`config.mk`:
```
export PLATFORM = sky130hd
export DESIGN_NAME = ps2_key_sender
export DESIGN_NICKNAME = d
export VERILOG_FILES = /design/src/rtl/ps2_pkg.sv /design/src/rtl/ps2_frame_tx.sv /design/src/rtl/ps2_key_sender.sv
export SDC_FILE = /design/constraint.sdc
export NUM_CORES = 1
export LEC_CHECK = 0
export BUFFER_PORTS_ARGS = -buffer_cell sky130_fd_sc_hd__buf_2
export CAP_MARGIN = 30
export CELL_PAD_IN_SITES_DETAIL_PLACEMENT = 1
export CELL_PAD_IN_SITES_GLOBAL_PLACEMENT = 1
export CORE_UTILIZATION = 49
export CTS_CLUSTER_SIZE = 8
export DETAILED_ROUTE_END_ITERATION = 10
export PLACE_DENSITY_LB_ADDON = 0.25
export SLEW_MARGIN = 15
export SYNTH_ARGS = -nofsm -noshare
export SYNTH_HDL_FRONTEND = slang
export SYNTH_HIERARCHICAL = 1
export SYNTH_SLANG_ARGS = --single-unit
```
`constraint.sdc`:
```
create_clock -name clk -period 5.6 [get_ports clk]
set_input_delay 1.4 -clock clk [delete_from_list [all_inputs] [get_ports clk]]
set_output_delay 1.4 -clock clk [all_outputs]
set_load 0.03 [all_outputs]
```
`src/rtl/ps2_pkg.sv`:
```
// ps2_pkg: shared constants, top-level state type and byte-sequence helpers
// for the PS/2 keyboard transmitter (ps2_key_sender / ps2_frame_tx).
//
// Contents:
//   PS2_EXT_PREFIX, PS2_BREAK_PREFIX : set-2 prefix bytes
//   PS2_FRAME_BITS, PS2_STOP_BIT_IDX : frame geometry (start, 8 data, parity, stop)
//   ps2_state_t                      : top FSM states
//   odd_parity / seq_len / seq_byte  : frame parity and event-to-byte expansion
package ps2_pkg;

  localparam logic [7:0] PS2_EXT_PREFIX   = 8'hE0;
  localparam logic [7:0] PS2_BREAK_PREFIX = 8'hF0;
  localparam int         PS2_FRAME_BITS   = 11;
  localparam logic [3:0] PS2_STOP_BIT_IDX = 4'(PS2_FRAME_BITS - 1);

  typedef enum logic [1:0] {
    IDLE  = 2'd0,
    FRAME = 2'd1,
    GAP   = 2'd2
  } ps2_state_t;

  // Parity bit that makes the total number of ones in data+parity odd.
  function automatic logic odd_parity(input logic [7:0] data);
    return ~^data;
  endfunction

  // Number of bytes an event expands to (1..3).
  function automatic logic [1:0] seq_len(input logic ext, input logic rel);
    return 2'd1 + {1'b0, ext} + {1'b0, rel};
  endfunction

  // Byte at position idx of the sequence: [E0] [F0] code.
  function automatic logic [7:0] seq_byte(input logic       ext,
                                          input logic       rel,
                                          input logic [7:0] code,
                                          input logic [1:0] idx);
    logic [7:0] b;
    b = code;
    case (idx)
      2'd0: begin
        if (ext) begin
          b = PS2_EXT_PREFIX;
        end else if (rel) begin
          b = PS2_BREAK_PREFIX;
        end else begin
          b = code;
        end
      end
      2'd1: begin
        // Second byte is only a prefix when both prefixes are present.
        if (ext && rel) begin
          b = PS2_BREAK_PREFIX;
        end else begin
          b = code;
        end
      end
      default: b = code;
    endcase
    return b;
  endfunction

endpackage

```
`src/rtl/ps2_frame_tx.sv`:
```
// ps2_frame_tx: serialises one byte as an 11-bit PS/2 device-to-host frame.
//
// Ports:
//   clk, rst   : system clock, synchronous active-high reset
//   start      : one-cycle pulse; loads byte_in and begins the frame on this edge
//   byte_in    : byte to send (sampled with start)
//   ps2_clk    : PS/2 clock (idle 1), high CLK_DIV cycles then low CLK_DIV per bit
//   ps2_data   : PS/2 data (idle 1), changes only when ps2_clk rises or on start
//   done       : strobe in the last cycle of the stop bit; the frame ends on the
//                following edge, so a parent FSM can change state on that same edge
module ps2_frame_tx
  import ps2_pkg::*;
#(
  parameter int CLK_DIV = 2500,
  parameter int CNT_W   = 14
) (
  input  logic       clk,
  input  logic       rst,
  input  logic       start,
  input  logic [7:0] byte_in,
  output logic       ps2_clk,
  output logic       ps2_data,
  output logic       done
);

  localparam logic [CNT_W-1:0] HALF_LAST = CNT_W'(CLK_DIV - 1);
  localparam logic [CNT_W-1:0] CNT_ONE   = CNT_W'(1);

  logic             active_r;
  logic [CNT_W-1:0] div_r;
  logic [3:0]       bit_r;
  // Bits still to go out after the start bit: data LSB first, parity, stop.
  logic [9:0]       shift_r;
  logic             half_end_s;

  assign half_end_s = active_r && (div_r == HALF_LAST);
  assign done       = half_end_s && !ps2_clk && (bit_r == PS2_STOP_BIT_IDX);

  // Half-period divider, bit counter and registered line drivers.
  always_ff @(posedge clk) begin
    if (rst) begin
      active_r <= 1'b0;
      div_r    <= {CNT_W{1'b0}};
      bit_r    <= 4'd0;
      shift_r  <= 10'h3FF;
      ps2_clk  <= 1'b1;
      ps2_data <= 1'b1;
    end else if (start) begin
      active_r <= 1'b1;
      div_r    <= {CNT_W{1'b0}};
      bit_r    <= 4'd0;
      shift_r  <= {1'b1, odd_parity(byte_in), byte_in};
      ps2_clk  <= 1'b1;
      ps2_data <= 1'b0;
    end else if (half_end_s) begin
      div_r <= {CNT_W{1'b0}};
      if (ps2_clk) begin
        ps2_clk <= 1'b0;
      end else begin
        // End of the low half: the clock rises and the next bit is presented.
        ps2_clk <= 1'b1;
        if (bit_r == PS2_STOP_BIT_IDX) begin
          active_r <= 1'b0;
          bit_r    <= 4'd0;
          ps2_data <= 1'b1;
        end else begin
          bit_r    <= bit_r + 4'd1;
          ps2_data <= shift_r[0];
          shift_r  <= {1'b1, shift_r[9:1]};
        end
      end
    end else if (active_r) begin
      div_r <= div_r + CNT_ONE;
    end else begin
      ps2_clk  <= 1'b1;
      ps2_data <= 1'b1;
    end
  end

endmodule

```
`src/rtl/ps2_key_sender.sv`:
```
// ps2_key_sender: device-side PS/2 keyboard transmitter.
//
// Accepts one key event per valid/ready handshake, expands it into the set-2
// byte sequence ([E0] [F0] code) and sends each byte as a PS/2 frame followed
// by an idle gap of GAP_CYCLES with both lines high. Counts completed events.
//
// Ports:
//   clk, rst     : system clock, synchronous active-high reset
//   key_valid    : event request
//   key_ready    : high only while idle; event accepted on key_valid & key_ready
//   key_code     : set-2 scan code (latched on accept)
//   key_ext      : prepend E0 (latched on accept)
//   key_release  : insert F0 before the code (latched on accept)
//   ps2_clk      : PS/2 clock, idle 1
//   ps2_data     : PS/2 data, idle 1
//   busy         : ~key_ready
//   sent_count   : completed events, modulo 256
module ps2_key_sender
  import ps2_pkg::*;
#(
  parameter int CLK_DIV    = 2500,
  parameter int GAP_CYCLES = 10000
) (
  input  logic       clk,
  input  logic       rst,
  input  logic       key_valid,
  output logic       key_ready,
  input  logic [7:0] key_code,
  input  logic       key_ext,
  input  logic       key_release,
  output logic       ps2_clk,
  output logic       ps2_data,
  output logic       busy,
  output logic [7:0] sent_count
);

  localparam int CNT_MAX = (CLK_DIV > GAP_CYCLES) ? CLK_DIV : GAP_CYCLES;
  localparam int CNT_W   = (CNT_MAX > 1) ? $clog2(CNT_MAX) : 1;
  localparam logic [CNT_W-1:0] GAP_LAST = CNT_W'(GAP_CYCLES - 1);
  localparam logic [CNT_W-1:0] CNT_ONE  = CNT_W'(1);

  ps2_state_t       state_r;
  ps2_state_t       state_next;
  logic [7:0]       code_r;
  logic             ext_r;
  logic             rel_r;
  logic [1:0]       len_r;
  logic [1:0]       byte_cnt_r;
  logic [CNT_W-1:0] gap_cnt_r;
  logic             key_ready_r;
  logic             busy_r;
  logic [7:0]       sent_count_r;

  logic             accept_s;
  logic             more_s;
  logic             gap_end_s;
  logic             start_s;
  logic [7:0]       byte_sel_s;
  logic             advance_s;
  logic             count_inc_s;
  logic             tx_done_s;

  assign accept_s   = key_valid && key_ready_r;
  assign more_s     = (byte_cnt_r != (len_r - 2'd1));
  assign gap_end_s  = (gap_cnt_r == GAP_LAST);

  assign key_ready  = key_ready_r;
  assign busy       = busy_r;
  assign sent_count = sent_count_r;

  ps2_frame_tx #(
    .CLK_DIV (CLK_DIV),
    .CNT_W   (CNT_W)
  ) u_frame_tx (
    .clk      (clk),
    .rst      (rst),
    .start    (start_s),
    .byte_in  (byte_sel_s),
    .ps2_clk  (ps2_clk),
    .ps2_data (ps2_data),
    .done     (tx_done_s)
  );

  // Next-state logic; also picks the byte handed to the serialiser.
  always_comb begin
    state_next  = state_r;
    start_s     = 1'b0;
    byte_sel_s  = seq_byte(key_ext, key_release, key_code, 2'd0);
    advance_s   = 1'b0;
    count_inc_s = 1'b0;
    case (state_r)
      IDLE: begin
        if (accept_s) begin
          // First byte comes straight from the inputs so the frame starts
          // on the accepting edge.
          state_next = FRAME;
          start_s    = 1'b1;
          byte_sel_s = seq_byte(key_ext, key_release, key_code, 2'd0);
        end else begin
          state_next = IDLE;
        end
      end
      FRAME: begin
        if (tx_done_s) begin
          state_next = GAP;
        end else begin
          state_next = FRAME;
        end
      end
      GAP: begin
        if (gap_end_s) begin
          if (more_s) begin
            state_next = FRAME;
            start_s    = 1'b1;
            advance_s  = 1'b1;
            byte_sel_s = seq_byte(ext_r, rel_r, code_r, byte_cnt_r + 2'd1);
          end else begin
            state_next  = IDLE;
            count_inc_s = 1'b1;
          end
        end else begin
          state_next = GAP;
        end
      end
      default: begin
        state_next = IDLE;
      end
    endcase
  end

  // State register, event latch, gap timer, handshake and event counter.
  always_ff @(posedge clk) begin
    if (rst) begin
      state_r      <= IDLE;
      code_r       <= 8'h00;
      ext_r        <= 1'b0;
      rel_r        <= 1'b0;
      len_r        <= 2'd1;
      byte_cnt_r   <= 2'd0;
      gap_cnt_r    <= {CNT_W{1'b0}};
      key_ready_r  <= 1'b1;
      busy_r       <= 1'b0;
      sent_count_r <= 8'h00;
    end else begin
      state_r     <= state_next;
      key_ready_r <= (state_next == IDLE);
      busy_r      <= (state_next != IDLE);

      if (accept_s) begin
        code_r     <= key_code;
        ext_r      <= key_ext;
        rel_r      <= key_release;
        len_r      <= seq_len(key_ext, key_release);
        byte_cnt_r <= 2'd0;
      end else if (advance_s) begin
        byte_cnt_r <= byte_cnt_r + 2'd1;
      end else begin
        byte_cnt_r <= byte_cnt_r;
      end

      // Timer restarts from zero on every GAP entry.
      if ((state_r == GAP) && (state_next == GAP)) begin
        gap_cnt_r <= gap_cnt_r + CNT_ONE;
      end else begin
        gap_cnt_r <= {CNT_W{1'b0}};
      end

      if (count_inc_s) begin
        sent_count_r <= sent_count_r + 8'd1;
      end else begin
        sent_count_r <= sent_count_r;
      end
    end
  end

endmodule

```
Word level (Yosys, flattened, before mapping)
Index checks and enable logic that the tools add are counted.
{ "op_classes": {"add_sub_neg": 8, "eq_ne": 13, "mux": 38, "bitwise_logic": 2, "reduce_logical": 22} }
{ "op_table": {"columns": ["operator", "count"], "rows": [
  ["$mux W8", 8],
  ["$mux W9", 4],
  ["$add A14 B1 Y14 const B", 2],
  ["$mux W1", 20],
  ["$pmux W8 S2", 1],
  ["$eq A14 B12 Y1 const B", 1],
  ["$eq A14 B14 Y1 const B", 1],
  ["$add A8 B1 Y8 const B", 1],
  ["$reduce_xnor A8 Y1", 1],
  ["$logic_and A1 B1 Y1", 6],
  ["$logic_not A2 Y1", 3],
  ["$ne A2 B2 Y1 const B", 3],
  ["$ne A3 B3 Y1 const B", 2],
  ["$pmux W2 S3", 1],
  ["$reduce_and A3 Y1", 2],
  ["$reduce_bool A2 Y1", 3],
  ["$reduce_or A2 Y1", 3],
  ["$add A4 B1 Y4 const B", 1],
  ["$eq A2 B1 Y1 const B", 2],
  ["$eq A2 B2 Y1 const B", 2],
  ["$eq A4 B4 Y1 const B", 1],
  ["$mux W2", 2],
  ["$mux W4", 1],
  ["$reduce_and A2 Y1", 2],
  ["other kinds (9)", 10]
]} }
{ "word_totals": {"register_bits": 70, "inputBits": 13, "out_inout_bits": 12, "elab_cells": 99} }

Logic depth before layout (Yosys ltp)
Gate-level depths: netlist of the first run.
{ "logic_depth": {"depth_word": 10, "depth_mapped": 11, "ltp_nobuf": 10} }

By module
Netlist of the first run, hierarchy kept.
{ "by_module_without_submodules": {"columns": ["module", "instances", "cells_per_inst", "area_each_um2"], "rows": [
  ["ps2_key_sender", 1, 253, 2063.2],
  ["ps2_frame_tx", 1, 175, 1539.0]
]} }

Worst setup path before layout of the first run
OpenSTA, ideal clock, no wires.
{ "synth_path": {"path_type": "input to register", "start": "in key_valid", "end": "reg u_frame_tx.shift_r[1]", "t_arrival_ns": 2.945, "required_time_ns": 5.478, "slack_ns": 2.533, "path_stages": 7, "n_path_buf": 3, "cell_sequence": "and2_0 > clkbuf_1 > a21o_1 > clkbuf_1 > inv_1 > clkbuf_1 > o311a_1"} }
{ "synth_between": {"elab_chain_cells": 5} }
{ "synth_lines": {"columns": ["element", "line_no", "text"], "rows": [
  ["from (decl)", "ps2_key_sender.sv:26", "input logic key_valid,"],
  ["$logic_and A1 B1 Y1 (*)", "ps2_key_sender.sv:63", "assign accept_s = key_valid && key_ready_r;"],
  ["$mux W1 (*)", "ps2_key_sender.sv:93", "if (accept_s) begin"],
  ["$pmux W1 S2 (*)", "ps2_key_sender.sv:91", "case (state_r)"],
  ["net start_s", "ps2_key_sender.sv:57", "logic start_s;"],
  ["$ne A2 B2 Y1 (no source line) or $reduce_bool A2 Y1 (tied branches)", null, null],
  ["$reduce_and A3 Y1 (no source line)", null, null],
  ["to (signal assigned)", "ps2_frame_tx.sv:52", "shift_r <= {1'b1, odd_parity(byte_in), byte_in};"],
  ["to (signal assigned)", "ps2_frame_tx.sv:69", "shift_r <= {1'b1, shift_r[9:1]};"],
  ["to (decl)", "ps2_frame_tx.sv:33", "logic [9:0] shift_r;"]
]} }
Mark *: on every way through the listed nets, which the timed path passes. The rest lies on a longest branch.
A chain may end at the register's enable or synchronous reset.

Worst setup path after layout of the first run
{ "layout_path": {"start": "reg gap_cnt_r[7]", "end": "reg u_frame_tx.div_r[6]"} }
{ "layout_between": {"elab_chain_cells": 4} }
{ "layout_lines": {"columns": ["element", "line_no", "text"], "rows": [
  ["from (decl)", "ps2_key_sender.sv:49", "logic [CNT_W-1:0] gap_cnt_r;"],
  ["from (signal assigned)", "ps2_key_sender.sv:140", "gap_cnt_r <= {CNT_W{1'b0}};"],
  ["from (signal assigned)", "ps2_key_sender.sv:163", "gap_cnt_r <= gap_cnt_r + CNT_ONE;"],
  ["from (signal assigned)", "ps2_key_sender.sv:165", "gap_cnt_r <= {CNT_W{1'b0}};"],
  ["$eq A14 B14 Y1", "ps2_key_sender.sv:65", "assign gap_end_s = (gap_cnt_r == GAP_LAST);"],
  ["$mux W1", "ps2_key_sender.sv:111", "if (gap_end_s) begin"],
  ["$pmux W1 S2", "ps2_key_sender.sv:91", null],
  ["net start_s", "ps2_key_sender.sv:57", null],
  ["$reduce_or A3 Y1 (no source line)", null, null],
  ["to (signal assigned)", "ps2_frame_tx.sv:50", "div_r <= {CNT_W{1'b0}};"],
  ["to (signal assigned)", "ps2_frame_tx.sv:56", "div_r <= {CNT_W{1'b0}};"],
  ["to (signal assigned)", "ps2_frame_tx.sv:73", "div_r <= div_r + CNT_ONE;"],
  ["to (decl)", "ps2_frame_tx.sv:30", "logic [CNT_W-1:0] div_r;"]
]} }
The timed path passes the listed nets, and every way through them passes these cells.

==> qor.yml, run 1 <==
status: "finished, final reports clean"
p_leak_nw: 1.379
synth_area_leaders: "dfxtp_1 39%, xnor2_1 5.1%, nor2_1 4.9%"
setup_tns_ps: 0
area_growth_pct: 10.94
grt_pass1_wl_um: 15370
drc: 0
synth_area_mm2: 0.003602
gp_congestion: 0.7836
seq_area_frac_synth: 0.3890
ant_nets: 0
ys_async_sr_fraction: 0
p_per_area_mw_per_mm2: 276.3
dp_hpwl_um: 6101
synth.cells.most_frequent: "70 x dfxtp_1, 47 x nor2_1, 37 x nand2_1"
ir_worst_vdd_uv: 128.3
max_freq_mhz: 263.5
synth_edf_count: 0
grt_pass1_vias: 3204
clock-sinks: 70
fin_area_mm2: 0.003996
clkTransAtPathRegs_ps: 70
insertion_delay_ps: 350
dr.pass1.iters: 4
ys_ff_latch: 70
rows: 30
cp_max_fo: 12
fin_crit_sh: 0.6776
cp_data_required_time_ps: 5840
crit_type: "flop to flop"
hold_violations: 0
synthFlopType: "dfxtp_1"
viasPerCell: 5.912
drtIter0Drc: 151
setup_viol: 0
slew_headroom: 0.3518
critPathCaptureType: "flop"
cts_root_buf: "clkbuf_8"
synth_nets: 447
maxSlewViolCount: 0
ioPinCount: 25
post-route-min-period_ps: 3794
grt_usage: 0.2549
post_cts_buffers: 0
placed_area_mm2: 0.003747
coreArea_mm2: 0.006944
postCtsHoldBufs: 0
fin_skew_ps: 6.818
cts_inserted_buffers: 9
start_util: 0.5187
wl_per_cell_um: 16.62
die_h_um: 87.74
chipWidth_um: 87.74
drt_wl_total_um: 9042
antennaDiodeCount: 0
syn_inst: 428
portBuffers: 24
cts_buffer_depth: 2
synth_most_common_cell: "dfxtp_1"
maxCapViolCount: 0
yosys.area.top_type: "dfxtp_1"
hp-class: "flop to flop"
holdWs_ps: 460.4
worst_pin_slew_ps: 963.4
grt_antenna_before_repair: 0
cts_resized: 0
die-area_mm2: 0.007698
synth_cell_types: 58
overflow: 0
start_kind: "flop"
grt_max_degree: 32
worstPathArrival_ps: 4040
cts_tree: "built"
h-tree-depth: 3
fin_nets: 463
vias: 3216
ys_warn_count: 6
nFillCells: 842
synth_top_area_share: 0.3890
rsz0062_at_grt: "no"
drive_gt1_frac: 0.1429
avgSynthCellArea_um2: 8.416
[routing by layer]
layer / share of wire / track usage / vias to the layer above
met3: 0.027 / 0.03299 / 13
met4: 0.017 / 0.1103 / 0
met1: 0.47 / 0.3291 / 1581
met2: 0.48 / 0.4271 / 57
li1: - / - / 1565
met5: 0 / 0 / -
[registers in the layout, indices dropped and copies added, names as in the netlist]
signal               flops
gap_cnt_r               14
u_frame_tx/div_r        14
u_frame_tx/shift_r       9
code_r                   8
sent_count               8
u_frame_tx/bit_r         4
byte_cnt_r               2
len_r                    2
state_r                  2
busy                     1
ext_r                    1
key_ready                1
rel_r                    1
u_frame_tx/active_r      1
u_frame_tx/ps2_clk       1
u_frame_tx/ps2_data      1
[cell type report]
class | count | area (um2) | area share
well taps | 96 | 120.1 | 0.03006
inverters | 11 | 41.29 | 0.01033
repair buffers | 27 | 140.1 | 0.03507
clock inverters | 4 | 95.09 | 0.02379
flip-flops and latches | 70 | 1401 | 0.3507
clock buffers | 11 | 141.4 | 0.03538
multi-input cells | 325 | 2057 | 0.5147
[worst max-delay path, cell delays in order, from the launching register on]
cell and delay [ps]:
dfxtp_1 360, or4_4 570, or4_2 750, nor3_2 740
a21o_1 390, nor2_1 230, o21ai_1 330, buf_4 250
nor2_1 60
[cell families (layout without fill, tap and decap cells)]
| family | count (synthesis) | count (layout) | share of synthesized area |
|---|---|---|---|
| buf+inv | 33 | 53 | 0.03994 |
| mux | 16 | 16 | 0.04759 |
| flops | 70 | 70 | 0.3890 |
| fa+ha+maj | 6 | 6 | 0.02084 |
| xor+xnor | 32 | 32 | 0.07781 |
| compound gates | 73 | 73 | 0.1306 |
| simple gates | 198 | 198 | 0.2942 |
[per-stage QoR]
stage          total power [W]  setup WS, ps  instances  utilization
3_5_place_dp         0.0006176          1741        527       0.5396
6_report              0.001104          1806        544       0.5755
5_1_grt               0.001143          1581        544       0.5755
3_3_place_gp         0.0006139          1884        527       0.5396
2_1_floorplan        0.0005948          2533        428            -
4_1_cts               0.001112          1725        542       0.5737
[path summary, 6_finish.rpt]
check | end | slack, ps | cells past startpoint | startpoint
setup / recovery | u_frame_tx/div_r[6] | 1810 | 8 | gap_cnt_r[7]
hold / removal | code_r[1] | 460 | 2 | code_r[1]
setup reg to reg | u_frame_tx/div_r[6] | 1810 | 8 | gap_cnt_r[7]
hold reg to reg | code_r[1] | 460 | 2 | code_r[1]
[power by group]
part           internal, W  switching [W]
Sequential        0.000512      0.0000101
Combinational    0.0000322      0.0000538
Clock             0.000305       0.000190
Total             0.000850       0.000254
[layout by cell type (no fill, tap or decap), types with 3 or more instances in the layout]
cell       netlist  final
nor3_1          20     20
nor2b_1          9      9
clkbuf_8         0     10
or4_1            3      3
a21oi_1         25     25
nor2_1          47     47
and3_1           3      3
mux2i_1          7      7
ha_1             6      6
nand2b_1         4      4
inv_1           11     11
a31o_2           4      4
o31ai_1          4      4
nand2_1         37     37
xor2_1          11     11
a31oi_1          4      4
xnor2_1         21     21
buf_2            3     24
nor4_1           8      8
dfxtp_1         70     70
nand3_1         24     24
or3_1            6      6
o21ai_0         14     14
nand4_1         16     16
o311a_1          6      6
bufinv_16        0      3
mux2_2           9      9
No activity file was read; power rests on OpenSTA's default activity.
==> run 2: changes to the inputs <==
Settings changed: CORE_UTILIZATION 49 to 41.
Clock period 5.6 ns to 3 ns, I/O delays scaled along.
==> run 2 against run 1 <==
Net effect: register-to-register slack lost 1700 ps; combinational power rose by 99%; sequential share of layout area down 1.0 points; sequential power is 87% higher; maximum frequency increased by 33%; clock skew hardly changed; global-route usage shrank 3.6 points; utilization down 8.2 points; critical path type unchanged.
==> qor.yml, run 2 (synthesized netlist as in run 1, its figures left out) <==
cts_root_buf: "clkbuf_8"
internal_power_w: 0.001512  # +78%
start_util: 0.4319  # -0.08685
placed_area_mm2: 0.003854  # +2.8%
drt_wl_total_um: 9018  # -0.27%
max_freq_mhz: 350.7  # +33%
overflow: 0  # unchanged
fin_nets: 473  # +2.2%
p_leak_nw: 1.441  # +4.5%
area_growth_pct: 14.21
p_sw_w: 0.0004926  # +94%
fin_crit_sh: 0.9506  # +0.2730
p_seq_frac: 0.486  # +0.013
status: "finished, final reports clean"
cp_data_required_time_ps: 3220  # -2620 ps
slew_headroom: 0.5258  # +0.1740
critPathCaptureType: "flop"
seqCellArea_mm2: 0.001401  # unchanged
grt_pass1_vias: 3253  # +1.5%
switching_share: 0.2457  # +0.01546
coreArea_mm2: 0.008341  # +20%
hp-class: "flop to flop"
drc: 0  # unchanged
dr.pass1.iters: 4  # unchanged
fin_skew_ps: 6.644  # -0.1740 ps
rows: 33  # +10%
final_cell_mix: "70 x dfxtp_1, 47 x nor2_1, 37 x nand2_1"
worstPathArrival_ps: 3080  # -960 ps
antennaDiodeCount: 0  # unchanged
clkPwrFrac: 0.429  # -0.020
vias: 3181  # -1.1%
h-tree-depth: 3  # unchanged
insertion_delay_ps: 350  # about the same
cts_inserted_buffers: 9  # unchanged
maxSlewViolCount: 0  # unchanged
post-route-min-period_ps: 2852  # -942.6 ps
die-area_mm2: 0.009164  # +19%
grt_pass1_wl_um: 15560  # +1.3%
start_kind: "flop"
clock-sinks: 70  # unchanged
hold_violations: 0  # unchanged
maxCapViolCount: 0  # unchanged
grt_antenna_before_repair: 0  # unchanged
worst_pin_slew_ps: 704.7  # -258.6 ps
gp_congestion: 0.8079  # +3.1%
final_common_cell: "dfxtp_1"
ioPinCount: 25  # unchanged
cts_tree: "built"
dp_hpwl_um: 6291  # +3.1%
die_h_um: 95.73  # +9.1%
grt_max_degree: 26  # -19%
drive_gt1_frac: 0.1743  # +0.03143
fin_area_mm2: 0.004114  # +2.9%
grt_usage: 0.2190  # -0.03586
ant_nets: 0  # unchanged
reg_top3: "gap_cnt_r: 14 flops, u_frame_tx/div_r: 14 flops, u_frame_tx/shift_r: 9 flops"
p_comb_frac: 0.085  # +0.007
drtIter0Drc: 79  # -48%
setup_tns_ps: 0  # unchanged
crit_type: "flop to flop"
setup_viol: 0  # unchanged
portBuffers: 24  # unchanged
wl_per_cell_um: 15.99  # -3.8%
cts_buffer_depth: 2  # unchanged
cp_max_fo: 11  # -1
viasPerCell: 5.640  # -4.6%
p_per_area_mw_per_mm2: 487.2  # +76%
rsz0062_at_grt: "no"
nFillCells: 1034  # +23%
chipWidth_um: 95.73  # +9.1%
ir_worst_vdd_uv: 230.9  # +80%
clkTransAtPathRegs_ps: 80  # about the same
multi_input_area_mm2: 0.002090  # +1.6%
run 2: cell types whose count changed in the layout (fill, tap and decap cells not counted), sizes merged:
cell | previous run | this run
buf | 26 | 36
bufinv | 3 | 2
clkinvlp | 0 | 2
clkinv | 1 | 2
clkbuf | 12 | 11
run 2: critical path, stage by stage (launching register included):
cell,delay (ps)
dfxtp_1,350
or4_4,540
or4_4,560
nor3_4,230
buf_12,170
mux2i_2,270
xor2_1,200
xnor2_1,150
xnor2_1,150
a22oi_1,90
run 2: layout make-up:
type / count / area share
clock buffer: 10 / 0.03345
clock inverter: 6 / 0.02068
inverter: 11 / 0.01004
multi-input combinational: 325 / 0.5079
sequential: 70 / 0.3406
tap: 105 / 0.03193
timing repair buffer: 37 / 0.05535
run 2: path summary, 6_finish.rpt:
| check | slack, ps | startpoint | cells after the start | end |
|---|---|---|---|---|
| setup / recovery | 150 | gap_cnt_r[5] | 9 | u_frame_tx/shift_r[8] |
| hold / removal | 460 | code_r[7] | 2 | code_r[7] |
| setup reg to reg | 150 | gap_cnt_r[5] | 9 | u_frame_tx/shift_r[8] |
| hold reg to reg | 460 | code_r[7] | 2 | code_r[7] |
run 2: metrics by stage:
stage / util / hold WS (ps) / power [W] / instances / setup slack, ps
floorplan: - / 436.3 / 0.001111 / 428 / 55.79
global placement: 0.4620 / 443.3 / 0.001156 / 547 / 151.2
detailed placement: 0.4620 / 449.2 / 0.001162 / 547 / 68.74
CTS: 0.4887 / 461.1 / 0.002024 / 563 / 21.10
global route: 0.4932 / 485.9 / 0.002090 / 564 / 25.93
finish: 0.4932 / 460.0 / 0.002004 / 564 / 148.3
run 2: metal layers:
layer / track usage / wire, um / vias up
li1: - / - / 1588
met5: 0 / 0 / -
met1: 0.2785 / 4308 / 1542
met4: 0.09204 / 171 / 0
met2: 0.3685 / 4357 / 36
met3: 0.03397 / 182 / 15
run 2: what timing repair did:
item,in CTS,in global routing
setup buffers,0,0
hold endpoints to repair,0,0
hold buffers,0,0
setup endpoints to repair,0,1
gates resized for setup,0,7
run 2: power by group through the flow:
| stage | Combinational, W | Sequential, W | Clock, W |
|---|---|---|---|
| floorplan | 0.000115 | 0.000996 | 0 |
| global placement | 0.000161 | 0.000994 | 0 |
| detailed placement | 0.000166 | 0.000996 | 0 |
| CTS | 0.000168 | 0.000974 | 0.000882 |
| global route | 0.000191 | 0.000978 | 0.000922 |
| finish | 0.000171 | 0.000974 | 0.000859 |
==> run 3: changes to the inputs <==
Settings changed: RECOVER_POWER set to 25.
==> run 3 against run 2 <==
Net effect: hold slack hardly changed; die area stayed put; via count is 0.16% lower; clock power hardly changed; combinational power hardly changed; count of clock-buffer cells in the layout stayed put; setup slack hardly changed; non-clock buffer count stayed put; sequential power hardly changed; routed wire length is 0.13% lower; clock skew is 0.79 ps lower; maximum frequency hardly changed; critical endpoint unchanged; largest cell class unchanged; largest power group unchanged; highest routed layer unchanged.
==> qor.yml, run 3 (synthesized netlist as in run 1, its figures left out) <==
ir_worst_vdd_uv: 229.1  # -0.80%
area_growth_pct: 13.82
grt_usage: 0.2190  # unchanged
drt_wl_total_um: 9006  # -0.13%
start_kind: "flop"
grt_antenna_before_repair: 0  # unchanged
reg2reg_depth: 9  # unchanged
slowest_stage: "or4_4"
crit_chain: "or4_4 -> or4_4 -> nor3_4 -> buf_12 -> mux2i_2 -> xor2_1 -> xnor2_1 -> xnor2_1 -> a22oi_1"
fin_util: 0.4916  # -0.001650
r2r-start: "gap_cnt_r[5]"
worstPathArrival_ps: 3080  # about the same
critPathCaptureType: "flop"
cts_inserted_buffers: 9  # unchanged
dp_hpwl_um: 6291  # unchanged
vias: 3176  # -0.16%
crit_type: "flop to flop"
p_leak_nw: 1.412  # -2.1%
drc: 0  # unchanged
setup_tns_ps: 0  # unchanged
total_power_w: 0.002002  # -0.13%
switching_share: 0.2457  # about the same
drive_gt1_frac: 0.1547  # -0.01961
p_seq_frac: 0.487  # about the same
cp_max_fo: 11  # unchanged
hp-class: "flop to flop"
gp_congestion: 0.8079  # unchanged
path_depth: 9  # unchanged
maxCapViolCount: 0  # unchanged
cts_root_buf: "clkbuf_8"
p_per_area_mw_per_mm2: 488.2  # +0.20%
h-tree-depth: 3  # unchanged
portBuffers: 24  # unchanged
status: "finished, final reports clean"
p_comb_frac: 0.085  # about the same
grt_max_degree: 26  # unchanged
cts_tree: "built"
clock-sinks: 70  # unchanged
slew_headroom: 0.5294  # +0.003561
chipWidth_um: 95.73  # unchanged
max_freq_mhz: 350.7  # about the same
p_sw_w: 0.0004918  # -0.15%
insertion_delay_ps: 350  # about the same
r2r_end: "u_frame_tx/shift_r[8]"
overflow: 0  # unchanged
antennaDiodeCount: 0  # unchanged
fin_crit_sh: 0.9506  # about the same
post-route-min-period_ps: 2852  # +0.03400 ps
reg_top3: "gap_cnt_r: 14 flops, u_frame_tx/div_r: 14 flops, u_frame_tx/shift_r: 9 flops"
final_common_cell: "dfxtp_1"
dr.pass1.iters: 4  # unchanged
rows: 33  # unchanged
post_cts_buffers: 0  # unchanged
crit_path_start: "gap_cnt_r[5]"
crit_family: "simple AND/OR/NAND/NOR gates"
instances_no_fill: 564  # unchanged
setup_viol: 0  # unchanged
slowest_delay_ps: 560  # about the same
fin_skew_ps: 5.852  # -0.7917 ps
path_buf_inv: 1  # unchanged
grt_pass1_vias: 3253  # unchanged
endpoint: "u_frame_tx/shift_r[8]"
rsz0062_at_grt: "no"
fin_nets: 473  # unchanged
coreArea_mm2: 0.008341  # unchanged
start_util: 0.4319  # unchanged
clkTransAtPathRegs_ps: 80  # about the same
maxSlewViolCount: 0  # unchanged
clkPwrFrac: 0.429  # about the same
worst_pin_slew_ps: 699.5  # -5.294 ps
cp_data_required_time_ps: 3230  # about the same
wl_per_cell_um: 15.97  # -0.13%
hold_violations: 0  # unchanged
cts_buffer_depth: 2  # unchanged
rrSetupSlack_ps: 150  # about the same
die-area_mm2: 0.009164  # unchanged
ioPinCount: 25  # unchanged
die_h_um: 95.73  # unchanged
drtIter0Drc: 82  # +3.8%
final_cell_mix: "70 x dfxtp_1, 47 x nor2_1, 37 x nand2_1"
ant_nets: 0  # unchanged
viasPerCell: 5.631  # -0.16%
grt_pass1_wl_um: 15560  # unchanged
dp_cells: 547  # unchanged
internal_power_w: 0.001510  # -0.13%
==> run 3: per-stage QoR <==
| step | hold slack (ps) | instance area, um2 | setup WS (ps) |
|---|---|---|---|
| final | 460.5 | 4100 | 148.2 |
| after global routing | 485.9 | 4100 | 25.93 |
| after CTS | 461.1 | 4076 | 21.10 |
| after detailed placement | 449.2 | 3854 | 68.74 |
| after global placement | 443.3 | 3854 | 151.2 |
| after floorplan | 436.3 | 3603 | 55.79 |
==> run 3: worst min-delay path: cells and delay by family, from the launching register on <==
| family | cells | cell delay, ps |
|---|---|---|
| DFF | 1 | 310 |
| AOI/OAI and AO/OA | 1 | 50 |
| and+or+nand+nor | 1 | 50 |
==> run 3: worst min-delay path by stage <==
stage               startpoint        end  cells after the start
global route         code_r[6]  code_r[6]                      2
floorplan            code_r[4]  code_r[4]                      2
CTS                  code_r[6]  code_r[6]                      2
detailed placement   code_r[6]  code_r[6]                      2
finish               code_r[7]  code_r[7]                      2
global placement     code_r[1]  code_r[1]                      2
==> run 3: area by class of cell <==
type | count | area [um2]
fill | 1035 | 4240
clock inverter | 6 | 85.08
timing repair buffer | 37 | 214.0
multi-input combinational | 325 | 2090
sequential | 70 | 1401
inverter | 11 | 41.29
tap | 105 | 131.4
clock buffer | 10 | 137.6
==> run 3: metal layers <==
metal	global-route usage	part of all wire
met5	0	0
met4	0.09204	0.019
met3	0.03397	0.021
met1	0.2785	0.48
met2	0.3685	0.48
==> run 3: power by group through the flow <==
stage	registers (W)	logic, W	clock network, W
2_1_floorplan	0.000996	0.000115	0
3_3_place_gp	0.000994	0.000161	0
3_5_place_dp	0.000996	0.000166	0
4_1_cts	0.000974	0.000168	0.000882
5_1_grt	0.000978	0.000189	0.000922
6_report	0.000974	0.000169	0.000858
==> run 3: repair_timing <==
| action | CTS | global route |
|---|---|---|
| setup endpoints to repair | 0 | 1 |
| gates resized for setup | 0 | 7 |
| hold buffers | 0 | 0 |
